$ cat config.mk
export PLATFORM = sky130hd
export DESIGN_NAME = row_readout_serializer_flat
export DESIGN_NICKNAME = d
export VERILOG_FILES = /design/src/rtl/row_readout_serializer_if.sv /design/src/rtl/row_readout_serializer.sv /design/src/flat_wrapper.sv
export SDC_FILE = /design/constraint.sdc
export NUM_CORES = 1
export LEC_CHECK = 0
export ABC_AREA = 1
export CELL_PAD_IN_SITES_DETAIL_PLACEMENT = 0
export CELL_PAD_IN_SITES_GLOBAL_PLACEMENT = 1
export CORE_AREA = 2 2 122 124
export CTS_CLUSTER_DIAMETER = 60
export DETAILED_ROUTE_END_ITERATION = 10
export DIE_AREA = 0 0 124 126
export GPL_ROUTABILITY_DRIVEN = 0
export GPL_TIMING_DRIVEN = 0
export PLACE_DENSITY_LB_ADDON = 0.1
export SLEW_MARGIN = 20
export SYNTH_ARGS = -nofsm -noshare
export SYNTH_HDL_FRONTEND = slang
export SYNTH_SLANG_ARGS = --single-unit
export TNS_END_PERCENT = 30
$ cat constraint.sdc
create_clock -name clk -period 3.4 [get_ports clk]
set_clock_uncertainty 0.15 [all_clocks]
set_input_delay 0.34 -clock clk [delete_from_list [all_inputs] [get_ports clk]]
set_output_delay 0.34 -clock clk [all_outputs]
set_load 0.1 [all_outputs]
$ cat src/rtl/row_readout_serializer_if.sv
// Byte-stream beat interface for one row readout: valid/ready handshake plus
// data, position index and start/end-of-row markers.
interface row_readout_serializer_if #(
    parameter int NUM_PIXELS = 10,
    parameter int IDX_W      = $clog2(NUM_PIXELS + 1)
);
    logic             out_valid;
    logic             out_ready;
    logic [7:0]       out_data;
    logic [IDX_W-1:0] out_index;
    logic             out_sof;
    logic             out_last;

    modport master (
        output out_valid,
        output out_data,
        output out_index,
        output out_sof,
        output out_last,
        input  out_ready
    );

    modport slave (
        input  out_valid,
        input  out_data,
        input  out_index,
        input  out_sof,
        input  out_last,
        output out_ready
    );
endinterface

$ cat src/rtl/row_readout_serializer.sv
// Snapshots one row of ADC pixel codes on row_done and streams header + pixels
// one byte per beat. Define ROW_CHECKSUM_EN to append an XOR checksum beat.
module row_readout_serializer #(
    parameter int NUM_PIXELS = 10,
    localparam int IDX_W     = $clog2(NUM_PIXELS + 1)
) (
    input  logic                       clk,
    input  logic                       reset,
    input  logic                       row_done,
    input  logic [NUM_PIXELS-1:0][7:0] pixel_values,
    input  logic [7:0]                 row_id,
    row_readout_serializer_if.master   out_if,
    output logic                       busy,
    output logic                       overrun,
    input  logic                       clr_ovr
);

    localparam logic [IDX_W-1:0] LAST_PTR = IDX_W'(NUM_PIXELS - 1);

`ifdef ROW_CHECKSUM_EN
    typedef enum logic [1:0] {IDLE, HEADER, PIXEL, CKSUM} state_t;
`else
    typedef enum logic [1:0] {IDLE, HEADER, PIXEL} state_t;
`endif

    state_t                      state_q, state_d;
    logic [IDX_W-1:0]            ptr_q, ptr_d;
    logic [NUM_PIXELS-1:0][7:0]  snap_q, snap_d;
    logic [7:0]                  id_q, id_d;
    logic                        overrun_q, overrun_d;

    logic                        out_valid_q, out_valid_d;
    logic [7:0]                  out_data_q, out_data_d;
    logic [IDX_W-1:0]            out_index_q, out_index_d;
    logic                        out_sof_q, out_sof_d;
    logic                        out_last_q, out_last_d;

    logic                        fire;
    logic                        final_fire;
    logic [7:0]                  pix_sel;

`ifdef ROW_CHECKSUM_EN
    logic [7:0]                  cksum;

    always_comb begin
        cksum = id_q;
        for (int i = 0; i < NUM_PIXELS; i++) begin
            cksum = cksum ^ snap_q[i];
        end
    end
`endif

    assign fire = out_valid_q & out_if.out_ready;

    // Next-state logic; a row_done on the final handshake reloads straight into HEADER.
    always_comb begin
        state_d    = state_q;
        ptr_d      = ptr_q;
        snap_d     = snap_q;
        id_d       = id_q;
        overrun_d  = overrun_q;
        final_fire = 1'b0;

        case (state_q)
            IDLE: begin
                state_d = IDLE;
            end
            HEADER: begin
                if (fire) begin
                    ptr_d   = '0;
                    state_d = PIXEL;
                end
            end
            PIXEL: begin
                if (fire) begin
                    if (ptr_q == LAST_PTR) begin
`ifdef ROW_CHECKSUM_EN
                        state_d = CKSUM;
`else
                        final_fire = 1'b1;
                        state_d    = IDLE;
`endif
                    end else begin
                        ptr_d = ptr_q + IDX_W'(1);
                    end
                end
            end
`ifdef ROW_CHECKSUM_EN
            CKSUM: begin
                if (fire) begin
                    final_fire = 1'b1;
                    state_d    = IDLE;
                end
            end
`endif
            default: begin
                state_d = IDLE;
            end
        endcase

        if (row_done && ((state_q == IDLE) || final_fire)) begin
            snap_d  = pixel_values;
            id_d    = row_id;
            ptr_d   = '0;
            state_d = HEADER;
        end

        if (row_done && (state_q != IDLE) && !final_fire) begin
            overrun_d = 1'b1;
        end else if (clr_ovr) begin
            overrun_d = 1'b0;
        end
    end

    always_comb begin
        pix_sel = '0;
        for (int i = 0; i < NUM_PIXELS; i++) begin
            if (ptr_d == IDX_W'(i)) begin
                pix_sel = snap_d[i];
            end
        end
    end

    // Beat outputs are decoded from the next state so they leave a flop each cycle.
    always_comb begin
        out_valid_d = (state_d != IDLE);
        out_data_d  = '0;
        out_index_d = '0;
        out_sof_d   = 1'b0;
        out_last_d  = 1'b0;

        case (state_d)
            HEADER: begin
                out_data_d = id_d;
                out_sof_d  = 1'b1;
            end
            PIXEL: begin
                out_data_d  = pix_sel;
                out_index_d = ptr_d;
`ifndef ROW_CHECKSUM_EN
                out_last_d  = (ptr_d == LAST_PTR);
`endif
            end
`ifdef ROW_CHECKSUM_EN
            CKSUM: begin
                out_data_d  = cksum;
                out_index_d = IDX_W'(NUM_PIXELS);
                out_last_d  = 1'b1;
            end
`endif
            default: begin
                out_data_d = '0;
            end
        endcase
    end

    always_ff @(posedge clk) begin
        if (reset) begin
            state_q     <= IDLE;
            ptr_q       <= '0;
            snap_q      <= '0;
            id_q        <= '0;
            overrun_q   <= 1'b0;
            out_valid_q <= 1'b0;
            out_data_q  <= '0;
            out_index_q <= '0;
            out_sof_q   <= 1'b0;
            out_last_q  <= 1'b0;
        end else begin
            state_q     <= state_d;
            ptr_q       <= ptr_d;
            snap_q      <= snap_d;
            id_q        <= id_d;
            overrun_q   <= overrun_d;
            out_valid_q <= out_valid_d;
            out_data_q  <= out_data_d;
            out_index_q <= out_index_d;
            out_sof_q   <= out_sof_d;
            out_last_q  <= out_last_d;
        end
    end

    assign out_if.out_valid = out_valid_q;
    assign out_if.out_data  = out_data_q;
    assign out_if.out_index = out_index_q;
    assign out_if.out_sof   = out_sof_q;
    assign out_if.out_last  = out_last_q;
    assign busy             = (state_q != IDLE);
    assign overrun          = overrun_q;

endmodule

$ cat src/flat_wrapper.sv
// flat-port wrapper written by rule: the top's interface ports become plain ports
module row_readout_serializer_flat 
#(
    parameter int NUM_PIXELS = 10,
    localparam int IDX_W     = $clog2(NUM_PIXELS + 1)
)
  (clk, reset, row_done, pixel_values, row_id, busy, overrun, clr_ovr, out_if_out_valid, out_if_out_data, out_if_out_index, out_if_out_sof, out_if_out_last, out_if_out_ready);
  row_readout_serializer_if #(.NUM_PIXELS(NUM_PIXELS)) out_if_i ();
  input  logic clk;
  input  logic reset;
  input  logic row_done;
  input  logic [NUM_PIXELS-1:0][7:0] pixel_values;
  input  logic [7:0] row_id;
  output logic busy;
  output logic overrun;
  input  logic clr_ovr;
  output wire logic [$bits(out_if_i.out_valid)-1:0] out_if_out_valid;
  output wire logic [$bits(out_if_i.out_data)-1:0] out_if_out_data;
  output wire logic [$bits(out_if_i.out_index)-1:0] out_if_out_index;
  output wire logic [$bits(out_if_i.out_sof)-1:0] out_if_out_sof;
  output wire logic [$bits(out_if_i.out_last)-1:0] out_if_out_last;
  input wire logic [$bits(out_if_i.out_ready)-1:0] out_if_out_ready;
  assign out_if_out_valid = out_if_i.out_valid;
  assign out_if_out_data = out_if_i.out_data;
  assign out_if_out_index = out_if_i.out_index;
  assign out_if_out_sof = out_if_i.out_sof;
  assign out_if_out_last = out_if_i.out_last;
  assign out_if_i.out_ready = out_if_out_ready;
  row_readout_serializer #(.NUM_PIXELS(NUM_PIXELS)) u_core (.clk(clk), .reset(reset), .row_done(row_done), .pixel_values(pixel_values), .row_id(row_id), .out_if(out_if_i), .busy(busy), .overrun(overrun), .clr_ovr(clr_ovr));
endmodule
Yosys cells after proc, flatten, opt, wreduce, memory -nomap -nowiden:

Cells that the tools add are included.

* word-level logic and storage cells: 76
* input bits: 93
* output and inout port bits: 17
* bits in registers: 110

* reductions and logical operators: 11
* add/subtract/negate cells: 1
* bitwise operators: 2
* multiplexer cells: 29
* equality and inequality tests: 14

Operator list (count)
* two-way mux 8 bit: 11
* two-way mux 80 bit: 1
* equality test 4 x 3 -> 1 bit, second input constant: 4
* two-way mux 4 bit: 4
* one-hot mux 8 bit (2 select lines): 1
* equality test 4 bit, second input constant: 3
* equality test 4 x 2 -> 1 bit, second input constant: 2
* two-way mux 2 bit: 4
* one-hot mux 4 bit (2 select lines): 1
* two-way mux 1 bit: 6
* nonzero test 2 bit: 3
* adder 4 x 1 -> 4 bit, second input constant: 1
* equality test 2 x 1 -> 1 bit, second input constant: 2
* equality test 2 bit, second input constant: 2
* equality test 4 x 1 -> 1 bit, second input constant: 1
* logical NOT 4 bit: 1
* one-hot mux 2 bit (2 select lines): 1
* logical AND 1 bit: 3
* logical NOT 2 bit: 1
* OR reduction 2 bit: 1
* bitwise AND 1 bit: 1
* logical NOT 1 bit: 1
* logical OR 1 bit: 1
* NOT 1 bit: 1

Depth between registers and ports, before layout:

* depth in word-level cells: 19
* gate-level depth with buffers: 20
* gate-level depth less buffers: 20

Worst setup path before layout:

OpenSTA, ideal clock, no wires.

* kind: register to register
* from: register u_core.out_valid_q, in the netlist u_core.out_if.out_valid
* to: register u_core.out_data_q[0], in the netlist u_core.out_if.out_data[0]
* setup slack: 352 ps
* clock period less this slack: 3048 ps
* required time: 3126 ps
* library setup time: 124 ps
* arrival time: 2773 ps
* cell stages (with the launch flop): 16
* buffers on the path: 3
* cell sequence: dfxtp_1 -> nand2_1 -> inv_2 -> nand3_2 -> nand2_4 -> nand2_4 -> buf_6 -> buf_6 -> buf_4 -> nand2_1 -> inv_1 -> ha_1 -> inv_1 -> a21oi_1 -> nand2_1 -> a21oi_1

* elaborated cells between the ends (all ways): 38
* those cells by class: eq/ne: 11; mux: 23; bitwise: 1; reduce/logical: 3

RTL lines
* start: declaration: RTL line row_readout_serializer.sv:32 `logic out_valid_q, out_valid_d;`
* start signal: assignment: RTL line row_readout_serializer.sv:175 `out_valid_q <= out_valid_d;`
* bitwise AND 1 bit (*): RTL line row_readout_serializer.sv:53 `assign fire = out_valid_q & out_if.out_ready;`
* two-way mux 1 bit: RTL line row_readout_serializer.sv:75 `if (fire) begin`
* two-way mux 1 bit: RTL line row_readout_serializer.sv:64 `case (state_q)`
* logical OR 1 bit: RTL line row_readout_serializer.sv:101 `if (row_done && ((state_q == IDLE) || final_fire)) begin`
* logical AND 1 bit: RTL line row_readout_serializer.sv:101
* two-way mux 2 bit (*): RTL line row_readout_serializer.sv:101
* via u_core.state_d[0]: RTL line row_readout_serializer.sv:26 `state_t state_q, state_d;`
* equality test 2 bit or equality test 2 x 1 -> 1 bit (tied branches): RTL line row_readout_serializer.sv:132 `case (state_d)`
* one-hot mux 8 bit (2 select lines) (*): RTL line row_readout_serializer.sv:132
* end signal: assignment: RTL line row_readout_serializer.sv:176 `out_data_q <= out_data_d;`
* end: declaration: RTL line row_readout_serializer.sv:33 `logic [7:0] out_data_q, out_data_d;`

The timed path passes the listed nets; every way through them passes the cells marked *.
A chain may end at the register's enable or synchronous reset.

Final worst setup path:

* from: register u_core.state_q[0]
* to: register u_core.out_data_q[0], in the netlist u_core.out_if.out_data[0]

* cells in the longest elaborated chain, start to end: 17
* elaborated cells between the ends (all ways): 38
* those cells by class: eq/ne: 13; mux: 21; reduce/logical: 4

RTL lines
* start: declaration: RTL line row_readout_serializer.sv:26
* start signal: assignment: RTL line row_readout_serializer.sv:170 `state_q <= state_d;`
* equality test 2 bit: RTL line row_readout_serializer.sv:64
* two-way mux 1 bit: RTL line row_readout_serializer.sv:64
* logical OR 1 bit: RTL line row_readout_serializer.sv:101
* logical AND 1 bit: RTL line row_readout_serializer.sv:101
* two-way mux 4 bit: RTL line row_readout_serializer.sv:101
* logical NOT 4 bit: RTL line row_readout_serializer.sv:118 `if (ptr_d == IDX_W'(i)) begin`
* two-way mux 8 bit (10 in a row): RTL line row_readout_serializer.sv:118
* one-hot mux 8 bit (2 select lines) (*): RTL line row_readout_serializer.sv:132

Every way passes the cells marked *; elsewhere a longest branch is shown, timed or not.

==> results.ini <==
[floorplanning]
initial_core_util_pct=36.09
dieArea_um2=15620
fp-row-count=44
num_io_pins=110
dieWidth_um=124
die_y_um=126
core_um2=14310

[yosys]
synthTopCellsByCount=nor2_1, nand2_1, dfxtp_1
yosys.cell_count.top_type=nor2_1
avgSynthCellArea_um2=7.444
yosysTopAreaCell=dfxtp_1
synth_warnings=0
ys_top_cells_by_area=dfxtp_1, nor2_1, nand2_1
synth_cells=694
ys_seq_area_share_pct=42.63
synth-edff-count=0
syn_area_um2=5166
async_reset_ff_share_pct=0
synthDistinctLibCells=29
ys_seq_elements=110
synth_top_cell_area_share_pct=42.63
ys.flop_type=dfxtp_1
syn_nets=795

[power]
cellPowerDensity_nw_per_um2=435.8
peakVddDrop_mv=0.2063
total_power_mw=2.952
leakagePower_nw=3.076

[detailed_routing]
wl_met3_um=562
drc=0
firstDrtPassIters=5
routed_wl_mm=14.87
vias=4696
highest_layer=met4
dr.first_iter.drc_count=194
viasPerCell=4.687
ant_nets=0
wl_met1_mm=6.949
dr_wl_met2_mm=7.171
avgRoutedWirePerCell_um=14.84

[clocking]
cts_buffer_depth=2
h-tree-depth=3
clockRootBuffer=clkbuf_16
cts_resized=0
numCtsBuffers=9
hold_buffers=0
worstSkewPairLatency_ns=0.36
post-cts-setup-buffers=0
cts_tree=yes
clock_sinks=110
clkTransAtPathRegs_ns=0.07

[final_layout]
seqCellArea_um2=2202
area_growth_pct=31.15
diodes=0
fin_nets=914
multi_input_area_um2=2520
nFillCells=1482
drive_gt1_share_pct=8.802

[placed_design]
port_buffers=108
post-place-ws_ns=0.2566
post-dp-hpwl_mm=11.45

[grt]
grt_pass1_vias=4647
overflow=0
grt_antenna_before_repair=0
grt_pass1_wl_mm=23.54
grt_max_degree=19
grtUsageTotal_pct=19.85

[worst_hold_path]
min_path_cells=2
hold_class=register to register

[critical_path]
path_class=register to register
path_max_fanout=10
worstSetupStartpointType=register
worstSetupEndpointType=register
cp.required_ns=3.54
rr_worst_depth=16
arrival_ns=3.04

[sta]
min_period_ns=2.900
tightest_slew_ns=0.9807
drv_slew=0
fin_setup_tns_ns=0
hold_viol_final=0
max_freq_mhz=344.8
setup_slack_ns=0.4999
setup_violations=0
period_share_pct=85.30
rsz0062_at_grt=false
maxSlewHeadroom_pct=34.41

[outcome]
status=complete, no violations

[run]
max_cap_violations=0

power by group:
group / switching, mW / internal, mW / total, mW
logic: 0.272 / 0.221 / 0.493
registers: 0.0178 / 1.36 / 1.38
clock network: 0.504 / 0.579 / 1.08
total: 0.793 / 2.16 / 2.95
metrics by stage:
stage	util [%]	area (µm²)	hold WS, ns	std cells
finish	47.33	6775	0.3156	1002
global route	47.33	6775	0.3392	1002
CTS	47.33	6775	0.3180	1002
detailed placement	45.25	6477	0.3062	986
global placement	45.25	6477	0.3049	986
floorplan	-	5166	0.2970	694
critical path: stages (launching register included):
cell and delay (ns):
dfxtp_1 0.36, inv_1 0.07, ha_1 0.28, buf_2 0.18, nand2_1 0.15, nand2_1 0.07, nand2_1 0.08, nand3_2 0.16
nor2_2 0.40, nand4_1 0.24, nand3_1 0.18, nor2_1 0.06, nand3_1 0.10, nand2_1 0.09, nand3_1 0.09, nand2_1 0.06
a21oi_1 0.12
metal layers:
metal	track usage, %	vias to the layer above
met2	33.39	82
met4	5.288	0
li1	-	2430
met5	0	-
met1	25.98	2171
met3	3.759	13
cells in the final DEF, fill, tap and decap left out, drive strengths merged:
cell type / netlist / layout
a21oi: 32 / 32
buf: 19 / 19
mux2i: 48 / 48
clkinvlp: 0 / 1
inv: 73 / 76
dfxtp: 110 / 110
clkbuf: 10 / 20
nand4: 19 / 19
o21a: 5 / 5
o21ai: 30 / 30
clkdlybuf4s50: 0 / 108
bufinv: 0 / 1
or2: 27 / 27
clkinv: 1 / 2
ha: 8 / 8
nand2: 138 / 138
nor2: 139 / 139
o211ai: 3 / 3
nand3: 32 / 32
logic make-up after synthesis:
group | after synthesis | synth area share [%]
AO/OA/AOI/OAI | 70 | 7.387
AND/OR/NAND/NOR | 355 | 30.15
multiplexers | 48 | 9.300
adder cells (fa/ha/maj) | 8 | 1.938
flip-flops | 110 | 42.63
buffers and inverters | 103 | 8.598
final cells by class:
class	instances	share of cell area, %
buffer	29	2.456
sequential	110	32.50
inverter	74	4.100
tap	184	3.398
clock inverter	6	1.016
clock buffer	10	3.380
multi-input combinational	481	37.19
timing repair buffer	108	15.96
registers in the layout, indices dropped and copies added (netlist names):
signal / flops
u_core.out_if.out_data: 8
u_core.out_if.out_sof: 1
u_core.out_if.out_valid: 1
u_core.out_if.out_index: 4
u_core.id_q: 8
u_core.ptr_q: 4
u_core.overrun: 1
u_core.state_q: 2
u_core.out_if.out_last: 1
u_core.snap_q: 80
final timing paths:
path                                                             end  slack (ns)                          from
worst max register to register  u_core.out_if.out_data[0]$_SDFF_PP0_        0.50  u_core.state_q[0]$_SDFF_PP0_
worst min register to register           u_core.overrun$_SDFFE_PP0P_        0.32   u_core.overrun$_SDFFE_PP0P_
worst max-delay path            u_core.out_if.out_data[0]$_SDFF_PP0_        0.50  u_core.state_q[0]$_SDFF_PP0_
worst min-delay path                     u_core.overrun$_SDFFE_PP0P_        0.32   u_core.overrun$_SDFFE_PP0P_
Power figures use the tool's default switching activity.
